File: config.mk
export PLATFORM = sky130hd
export DESIGN_NAME = div_32bit_seq_flat
export DESIGN_NICKNAME = d
export VERILOG_FILES = /design/src/rtl/div_32bit_seq_pkg.sv /design/src/rtl/div_32bit_seq_if.sv /design/src/rtl/div_32bit_seq_step.sv /design/src/rtl/div_32bit_seq.sv /design/src/flat_wrapper.sv
export SDC_FILE = /design/constraint.sdc
export NUM_CORES = 1
export LEC_CHECK = 0
export BUFFER_PORTS_ARGS = -buffer_cell sky130_fd_sc_hd__buf_2
export CORE_MARGIN = 4
export CORE_UTILIZATION = 51
export DETAILED_ROUTE_END_ITERATION = 12
export PLACE_DENSITY = 0.82
export SYNTH_ARGS = -nofsm -noshare
export SYNTH_HDL_FRONTEND = slang
export SYNTH_SLANG_ARGS = --single-unit
File: constraint.sdc
create_clock -name clock -period 5.75 [get_ports clock]
set_clock_uncertainty 0.2 [all_clocks]
set_input_delay 0 -clock clock [delete_from_list [all_inputs] [get_ports clock]]
set_output_delay 0 -clock clock [all_outputs]
set_load 0.02 [all_outputs]
File: src/rtl/div_32bit_seq_pkg.sv
// Shared types and constants for the sequential MiniMIPS divider.
package div_pkg;

  // Number of quotient bits produced, one per ITER cycle.
  localparam int ITER_COUNT = 32;

  // Quotient returned when the divisor is zero.
  localparam logic [31:0] DIV0_QUOTIENT = 32'hFFFF_FFFF;

  typedef enum logic [2:0] {
    IDLE,
    PREP,
    ITER,
    FIX,
    DONE
  } div_state_t;

endpackage

File: src/rtl/div_32bit_seq_if.sv
// Request/response bundle between the control unit and the divider.
interface div_32bit_seq_if #(
  parameter int WIDTH = 32
) ();

  logic             start;
  logic             is_signed;
  logic [WIDTH-1:0] dividend;
  logic [WIDTH-1:0] divisor;
  logic             busy;
  logic             done;
  logic [WIDTH-1:0] quotient;
  logic [WIDTH-1:0] remainder;
  logic             div_by_zero;

  // Control unit side: issues requests, consumes results.
  modport master (
    output start, is_signed, dividend, divisor,
    input  busy, done, quotient, remainder, div_by_zero
  );

  // Divider side.
  modport slave (
    input  start, is_signed, dividend, divisor,
    output busy, done, quotient, remainder, div_by_zero
  );

endinterface

File: src/rtl/div_32bit_seq_step.sv
// One restoring-division iteration: shift in the next dividend bit,
// trial-subtract the divisor and keep the difference only if it is
// non-negative (same subtract-and-sign-test as the ALU's SLT path).
module div_step #(
  parameter int WIDTH = 32
) (
  input  logic [WIDTH-1:0] rem,
  input  logic [WIDTH-1:0] q,
  input  logic [WIDTH-1:0] divisor,
  output logic [WIDTH-1:0] rem_next,
  output logic [WIDTH-1:0] q_next
);

  logic [WIDTH:0]        shifted;
  logic signed [WIDTH:0] trial;

  // The partial remainder stays below 2*divisor, so the difference
  // always fits in WIDTH+1 signed bits and its MSB is a valid sign.
  assign shifted = {rem, q[WIDTH-1]};
  assign trial   = $signed(shifted - {1'b0, divisor});

  // Keep the difference when non-negative, otherwise restore.
  always_comb begin
    if (!trial[WIDTH]) begin
      rem_next = trial[WIDTH-1:0];
      q_next   = {q[WIDTH-2:0], 1'b1};
    end else begin
      rem_next = shifted[WIDTH-1:0];
      q_next   = {q[WIDTH-2:0], 1'b0};
    end
  end

endmodule

File: src/rtl/div_32bit_seq.sv
// Multi-cycle restoring divider (DIV/DIVU). Operands are latched on
// accept, converted to magnitudes, iterated one bit per cycle and the
// signs are re-applied in FIX, where all outputs register.
module div_32bit_seq
  import div_pkg::*;
#(
  parameter int WIDTH = ITER_COUNT
) (
  input logic               clock,
  input logic               reset_n,
  div_32bit_seq_if.slave    bus
);

  localparam int CNT_W = $clog2(WIDTH);

  div_state_t       state_q, state_d;
  logic [CNT_W-1:0] cnt_q, cnt_d;
  logic [WIDTH-1:0] dividend_q, dividend_d;
  logic [WIDTH-1:0] divisor_q, divisor_d;
  logic             signed_q, signed_d;
  logic [WIDTH-1:0] rem_q, rem_d;
  logic [WIDTH-1:0] q_q, q_d;
  logic             q_neg_q, q_neg_d;
  logic             r_neg_q, r_neg_d;
  logic [WIDTH-1:0] quotient_q, quotient_d;
  logic [WIDTH-1:0] remainder_q, remainder_d;
  logic             dbz_q, dbz_d;
  logic             busy_q, busy_d;
  logic             done_q, done_d;

  logic [WIDTH-1:0] step_rem;
  logic [WIDTH-1:0] step_q;

  // Two's complement negate when neg is set; most-negative wraps to itself.
  function automatic logic [WIDTH-1:0] negate_if(input logic [WIDTH-1:0] v,
                                                 input logic             neg);
    logic signed [WIDTH-1:0] sv;
    sv = $signed(v);
    return neg ? $unsigned(-sv) : v;
  endfunction

  // Magnitude of a two's complement value (most-negative stays as-is,
  // which is its correct unsigned magnitude).
  function automatic logic [WIDTH-1:0] magnitude(input logic [WIDTH-1:0] v);
    return negate_if(v, v[WIDTH-1]);
  endfunction

  div_step #(.WIDTH(WIDTH)) u_step (
    .rem      (rem_q),
    .q        (q_q),
    .divisor  (divisor_q),
    .rem_next (step_rem),
    .q_next   (step_q)
  );

  // Next-state, datapath and output register logic.
  always_comb begin
    state_d     = state_q;
    cnt_d       = cnt_q;
    dividend_d  = dividend_q;
    divisor_d   = divisor_q;
    signed_d    = signed_q;
    rem_d       = rem_q;
    q_d         = q_q;
    q_neg_d     = q_neg_q;
    r_neg_d     = r_neg_q;
    quotient_d  = quotient_q;
    remainder_d = remainder_q;
    dbz_d       = dbz_q;
    busy_d      = busy_q;
    done_d      = done_q;

    case (state_q)
      IDLE, DONE: begin
        done_d = 1'b0;
        if (bus.start) begin
          state_d    = PREP;
          busy_d     = 1'b1;
          dividend_d = bus.dividend;
          divisor_d  = bus.divisor;
          signed_d   = bus.is_signed;
        end else begin
          state_d = IDLE;
        end
      end

      PREP: begin
        // dividend_q keeps the raw value for the divide-by-zero result;
        // the magnitude goes into the shifting quotient register.
        rem_d     = '0;
        q_d       = signed_q ? magnitude(dividend_q) : dividend_q;
        divisor_d = signed_q ? magnitude(divisor_q) : divisor_q;
        q_neg_d   = signed_q & (dividend_q[WIDTH-1] ^ divisor_q[WIDTH-1]);
        r_neg_d   = signed_q & dividend_q[WIDTH-1];
        cnt_d     = '0;
        state_d   = ITER;
      end

      ITER: begin
        rem_d = step_rem;
        q_d   = step_q;
        cnt_d = cnt_q + 1'b1;
        if (cnt_q == CNT_W'(WIDTH - 1)) begin
          state_d = FIX;
        end
      end

      FIX: begin
        // A zero magnitude divisor means the original divisor was zero.
        if (divisor_q == '0) begin
          quotient_d  = WIDTH'(DIV0_QUOTIENT);
          remainder_d = dividend_q;
          dbz_d       = 1'b1;
        end else begin
          quotient_d  = negate_if(q_q, q_neg_q);
          remainder_d = negate_if(rem_q, r_neg_q);
          dbz_d       = 1'b0;
        end
        busy_d  = 1'b0;
        done_d  = 1'b1;
        state_d = DONE;
      end

      default: begin
        state_d = IDLE;
      end
    endcase
  end

  // State and result registers; reset aborts any operation in flight.
  always_ff @(posedge clock or negedge reset_n) begin
    if (!reset_n) begin
      state_q     <= IDLE;
      cnt_q       <= '0;
      dividend_q  <= '0;
      divisor_q   <= '0;
      signed_q    <= 1'b0;
      rem_q       <= '0;
      q_q         <= '0;
      q_neg_q     <= 1'b0;
      r_neg_q     <= 1'b0;
      quotient_q  <= '0;
      remainder_q <= '0;
      dbz_q       <= 1'b0;
      busy_q      <= 1'b0;
      done_q      <= 1'b0;
    end else begin
      state_q     <= state_d;
      cnt_q       <= cnt_d;
      dividend_q  <= dividend_d;
      divisor_q   <= divisor_d;
      signed_q    <= signed_d;
      rem_q       <= rem_d;
      q_q         <= q_d;
      q_neg_q     <= q_neg_d;
      r_neg_q     <= r_neg_d;
      quotient_q  <= quotient_d;
      remainder_q <= remainder_d;
      dbz_q       <= dbz_d;
      busy_q      <= busy_d;
      done_q      <= done_d;
    end
  end

  assign bus.busy        = busy_q;
  assign bus.done        = done_q;
  assign bus.quotient    = quotient_q;
  assign bus.remainder   = remainder_q;
  assign bus.div_by_zero = dbz_q;

endmodule

File: src/flat_wrapper.sv
// flat-port wrapper written by rule: the top's interface ports become plain ports
module div_32bit_seq_flat import div_pkg::*;
#(
  parameter int WIDTH = ITER_COUNT
)
  (clock, reset_n, bus_start, bus_is_signed, bus_dividend, bus_divisor, bus_busy, bus_done, bus_quotient, bus_remainder, bus_div_by_zero);
  div_32bit_seq_if #(.WIDTH(WIDTH)) bus_i ();
  input logic clock;
  input logic reset_n;
  input wire logic [$bits(bus_i.start)-1:0] bus_start;
  input wire logic [$bits(bus_i.is_signed)-1:0] bus_is_signed;
  input wire logic [$bits(bus_i.dividend)-1:0] bus_dividend;
  input wire logic [$bits(bus_i.divisor)-1:0] bus_divisor;
  output wire logic [$bits(bus_i.busy)-1:0] bus_busy;
  output wire logic [$bits(bus_i.done)-1:0] bus_done;
  output wire logic [$bits(bus_i.quotient)-1:0] bus_quotient;
  output wire logic [$bits(bus_i.remainder)-1:0] bus_remainder;
  output wire logic [$bits(bus_i.div_by_zero)-1:0] bus_div_by_zero;
  assign bus_i.start = bus_start;
  assign bus_i.is_signed = bus_is_signed;
  assign bus_i.dividend = bus_dividend;
  assign bus_i.divisor = bus_divisor;
  assign bus_busy = bus_i.busy;
  assign bus_done = bus_i.done;
  assign bus_quotient = bus_i.quotient;
  assign bus_remainder = bus_i.remainder;
  assign bus_div_by_zero = bus_i.div_by_zero;
  div_32bit_seq #(.WIDTH(WIDTH)) u_core (.clock(clock), .reset_n(reset_n), .bus(bus_i));
endmodule
; Word level (Yosys, flattened, before mapping)
; Index checks and enable logic that the tools add are counted.
[totals]
register_bits = 206
output_inout_bits = 67
[op_classes]
addsub = 6
n_eq_ne = 9
n_mux = 22
n_bitwise = 3
reduce_logical = 10
[op_table]
columns = cell, n
row1 = $mux W32, 10
row2 = $pmux W32 S2, 3
row3 = $neg A32 Y32, 4
row4 = $sub A33 B32 Y33, 1
row5 = $logic_not A32 Y1, 1
row6 = $pmux W3 S4, 1
row7 = $pmux W5 S2, 1
row8 = $eq A3 B2 Y1 const B, 2
row9 = $ne A2 B1 Y1 const B, 3
row10 = $reduce_bool A2 Y1, 3
row11 = $add A5 B1 Y5 const B, 1
row12 = $eq A5 B5 Y1 const B, 1
row13 = $mux W1, 4
row14 = $pmux W1 S2, 2
row15 = $reduce_and A2 Y1, 2
row16 = $reduce_and A4 Y1, 1
row17 = $eq A3 B1 Y1 const B, 1
row18 = $eq A3 B3 Y1 const B, 1
row19 = $logic_not A3 Y1, 1
row20 = $mux W3, 1
row21 = $reduce_and A3 Y1, 1
row22 = $and A1 B1 Y1, 2
row23 = $ne A2 B2 Y1 const B, 1
row24 = $reduce_or A2 Y1, 1
row25 = $xor A1 B1 Y1, 1

; Longest topological paths before layout
[logic_depth]
ltp_word = 4
mapped_depth = 13

; By module
; Synthesis repeated with hierarchy kept, for this count alone.
[unflattened]
cells_unflattened = 1454
area_unflattened_um2 = 13312.8
[modules_own_cells]
columns = mod, instances, cells_per_inst, area_per_inst_um2, seq_area_each_um2
row1 = div_32bit_seq, 1, 1118, 10721.5, 5154.9
row2 = div_step, 1, 336, 2591.2, 0.0

; Least setup slack after synthesis
; Ideal clock, no wire load.
[synth_path]
path_type = reg-to-reg
from = reg u_core.q_q[31]
to = reg u_core.rem_q[10]
setup_ps = 133
arrival_ps = 3120
t_required_ps = 5417
slack_ps = 2296
stages_incl_launch_ff = 14
n_path_buf = 1
synth_period_minus_slack_ps = 3454
cell_sequence = dfrtp_1 -> inv_1 -> ha_1 -> fa_1 -> nand2b_1 -> a21oi_1 -> o211ai_1 -> a31oi_1 -> o22ai_1 -> o31a_1 -> xnor2_2 -> buf_4 -> mux2i_1 -> o21ai_0
[synth_between]
elab_chain_cells = 3
[synth_rtl]
columns = element, line_no
row1 = "start, declared", div_32bit_seq.sv:22  ; logic [WIDTH-1:0] q_q, q_d;
row2 = "start signal, assigned", div_32bit_seq.sv:154  ; q_q <= q_d;
row3 = $sub A33 B32 Y33, div_32bit_seq_step.sv:20  ; assign trial = $signed(shifted - {1'b0, divisor});
row4 = $mux W32, div_32bit_seq_step.sv:24  ; if (!trial[WIDTH]) begin
row5 = $pmux W32 S2, div_32bit_seq.sv:73  ; case (state_q)
row6 = "end signal, assigned", div_32bit_seq.sv:153  ; rem_q <= rem_d;
row7 = "end, declared", div_32bit_seq.sv:21  ; logic [WIDTH-1:0] rem_q, rem_d;
; Every way passes these cells.
; A chain may end at the register's enable or synchronous reset.

; Worst setup path after layout
[layout_path]
from = reg u_core.q_q[31]
to = reg u_core.rem_q[5]
; The elaborated chain is that of the path after synthesis.

==> results.yml <==
outcome:
  status: "finished clean"
routing:
  drtIter0Drc: 1249
  via_per_inst: 6.09
  final_antenna_net_count: 0
  drc: 0
  vias: 11800
  first_pass_iters: 5
  wl_per_cell_um: 18.3
  wirelength_um: 35300
sta:
  fmax_mhz: 243
  min_period_ns: 4.11
  finalHoldViolCount: 0
  max_slew.worst_pin.slew_ns: 1.13
  max_slew_margin_pct: 24.6
  finalMaxSlewViolations: 0
  fin_tns_setup_ns: 0
  finalSetupViolations: 0
  grt_setup_unrepaired: "no"
  final.period_utilization_pct: 71.5
  fin_ws_ns: 1.64
synthesis:
  yosysSeqAreaShare_pct: 40.8
  netlist.area_leader.share_pct: 40.8
  async_flop_share_pct: 100
  syn_area_um2: 12600
  ys.warnings.count: 0
  synth_fp_nets: 1540
  synth_top_area_cell: "dfrtp_1"
  syn_inst: 1433
  synth-seq-cells: 206
  synth_edf_count: 0
  synthFlopType: "dfrtp_1"
  ys_types: 70
  synth.avg_cell_area_um2: 8.83
  ys_top_cells_by_area: "dfrtp_1 41%, o21ai_0 7.4%, xor2_1 4.6%"
final_layout:
  nFillCells: 2002
  drive_gt1_share_pct: 14.8
  final_area_um2: 15000
  utilization_pct: 61.6
  syn_to_final_growth_pct: 18.8
  n_antenna_cell: 0
  final_cells: 1935
  finalNetCount: 1699
clocking:
  clkSinkCount: 206
  postCtsHoldBufs: 68
  cts_tree: "done"
  ctsResizeCount: 0
  h-tree-depth: 1
  cts_root_buf: "clkbuf_16"
  cts_inserted_buffers: 25
  post_cts_buffers: 0
  path_clk_slew_ns: 0.06
  clk_path_buf_depth: 3
  clkLatencyLatePin_ns: 0.53
floorplan:
  die_height_um: 165
  rows: 57
  ios: 135
  core-area_um2: 24400
  die-area_um2: 27400
  start_util_pct: 51.9
  dieWidth_um: 165
critical_path:
  critPathMaxFanout: 13
  crit_arrival_ns: 4.27
  path_class: "flip-flop to flip-flop"
  cp.required_ns: 5.91
  endpoint_kind: "flip-flop"
  start_kind: "flip-flop"
global_route:
  track_usage_pct: 25.4
  grt_max_degree: 134
  grt_pass1_wl_um: 57200
  grt_overflow: 0
  antenna_found_initial: 0
  grt_pass1_vias: 11300
flow_run:
  maxCapViolCount: 0
place:
  dp_slack_ns: 1.64
  gp_congestion: 0.921
  dp.cells: 1821
  placed_cell_area_um2: 13500
  portBuffers: 134
  dpl.hpwl_um: 24400
hold_path:
  hp-class: "input port to async pin"
pwr:
  power.leakage_nw: 6.68
  vdd_drop_max_v: 0.000328
  p_per_area_nw_per_um2: 617
-- metrics by stage --
step | power (mW) | hold WS (ns)
floorplan | 6.30 | -0.496
global placement | 7.41 | 0.0198
detailed placement | 7.59 | 0.0322
CTS | 9.21 | 0.0139
global route | 9.95 | 0.0501
finish | 9.27 | 0.0158
-- layout by cell type, fill, tap and decap left out, drive strengths merged, types with 21 or more instances in the layout --
master       netlist  routed
a22oi             34      34
a21oi             93      93
o31ai             21      21
ha                38      38
nand2            154     154
nand3             27      27
mux2i             28      28
dlygate4sd3        0      68
o21ai            191     191
nor2              96      96
a31oi             29      29
xor2              66      66
inv               53      54
xnor2             52      52
dfrtp            206     206
buf               10     144
nor3              41      41
mux2              30      30
clkbuf            71      40
-- cell type report --
type	count	area, um^2	area share, %
timing repair buffer	213	1440	9.60
multi-input combinational	1093	7000	46.6
tap	324	405	2.70
inverter	53	199	1.32
clock buffer	39	768	5.11
clock inverter	7	60.1	0.399
sequential	206	5150	34.3
-- layer usage --
layer  wire [um]  up-vias  track usage, %
met5           0        -               0
met4        1050        0            7.61
met3        2460       77            3.30
met2       16700      494            42.2
met1       15100     5707            34.9
li1            -     5511               -
-- power by group --
part / total (mW) / internal, mW / switching (mW)
Sequential: 2.89 / 2.06 / 0.831
Combinational: 4.83 / 1.96 / 2.88
Clock: 1.54 / 0.922 / 0.623
Total: 9.27 / 4.94 / 4.33
-- cell usage after synthesis, drive strengths merged (11+ instances only) --
master / count
mux2: 30
a32oi: 11
inv: 53
xor2: 66
a211oi: 12
nand3: 27
ha: 38
clkbuf: 71
nor2: 96
or4: 15
a22oi: 34
o31ai: 21
a31oi: 29
nor3: 41
a21o: 12
dfrtp: 206
o41ai: 11
mux2i: 28
a21oi: 93
nand2b: 14
xnor2: 52
nand2: 154
o21ai: 191
-- state kept, by name (all words and copies together), names as in the netlist, 3 cells and up --
| name | cells |
|---|---|
| u_core.bus.quotient | 32 |
| u_core.bus.remainder | 32 |
| u_core.cnt_q | 5 |
| u_core.dividend_q | 32 |
| u_core.divisor_q | 32 |
| u_core.q_q | 32 |
| u_core.rem_q | 32 |
| u_core.state_q | 3 |
-- worst max-delay path: stages, from the launching register on --
cell and delay, ns:
dfrtp_1 0.39, inv_1 0.09, ha_1 0.23, fa_1 0.41
nand2b_1 0.18, a21oi_1 0.21, o211ai_1 0.20, a31oi_1 0.37
o22ai_1 0.22, o31a_1 0.37, xnor2_2 0.43, buf_4 0.35
mux2i_1 0.21, o21ai_0 0.10
-- cells by family (layout without fill, tap and decap cells) --
| family | count (synthesis) | in the layout | synth area share, % |
|---|---|---|---|
| AND/OR/NAND/NOR | 405 | 405 | 15.2 |
| adder cells (fa/ha/maj) | 39 | 39 | 3.92 |
| flip-flops | 206 | 206 | 40.8 |
| buffers and inverters | 134 | 312 | 4.09 |
| AO/OA/AOI/OAI | 473 | 473 | 22.9 |
| multiplexers | 58 | 58 | 4.89 |
| XOR/XNOR | 118 | 118 | 8.23 |
-- final timing paths --
kind,from,to,slack [ns],cells after the start
worst max-delay path,u_core.q_q[31],u_core.rem_q[5],1.64,13
worst min-delay path,reset_n,u_core.bus.quotient[4],0.02,2
worst max register to register,u_core.q_q[31],u_core.rem_q[5],1.64,13
worst min register to register,u_core.bus.busy,u_core.bus.busy,0.27,1
max in group asynchronous,reset_n,u_core.divisor_q[31],3.78,3
min in group clock,bus_dividend[28],u_core.dividend_q[28],0.04,3
No activity file was read; power rests on OpenSTA's default activity.
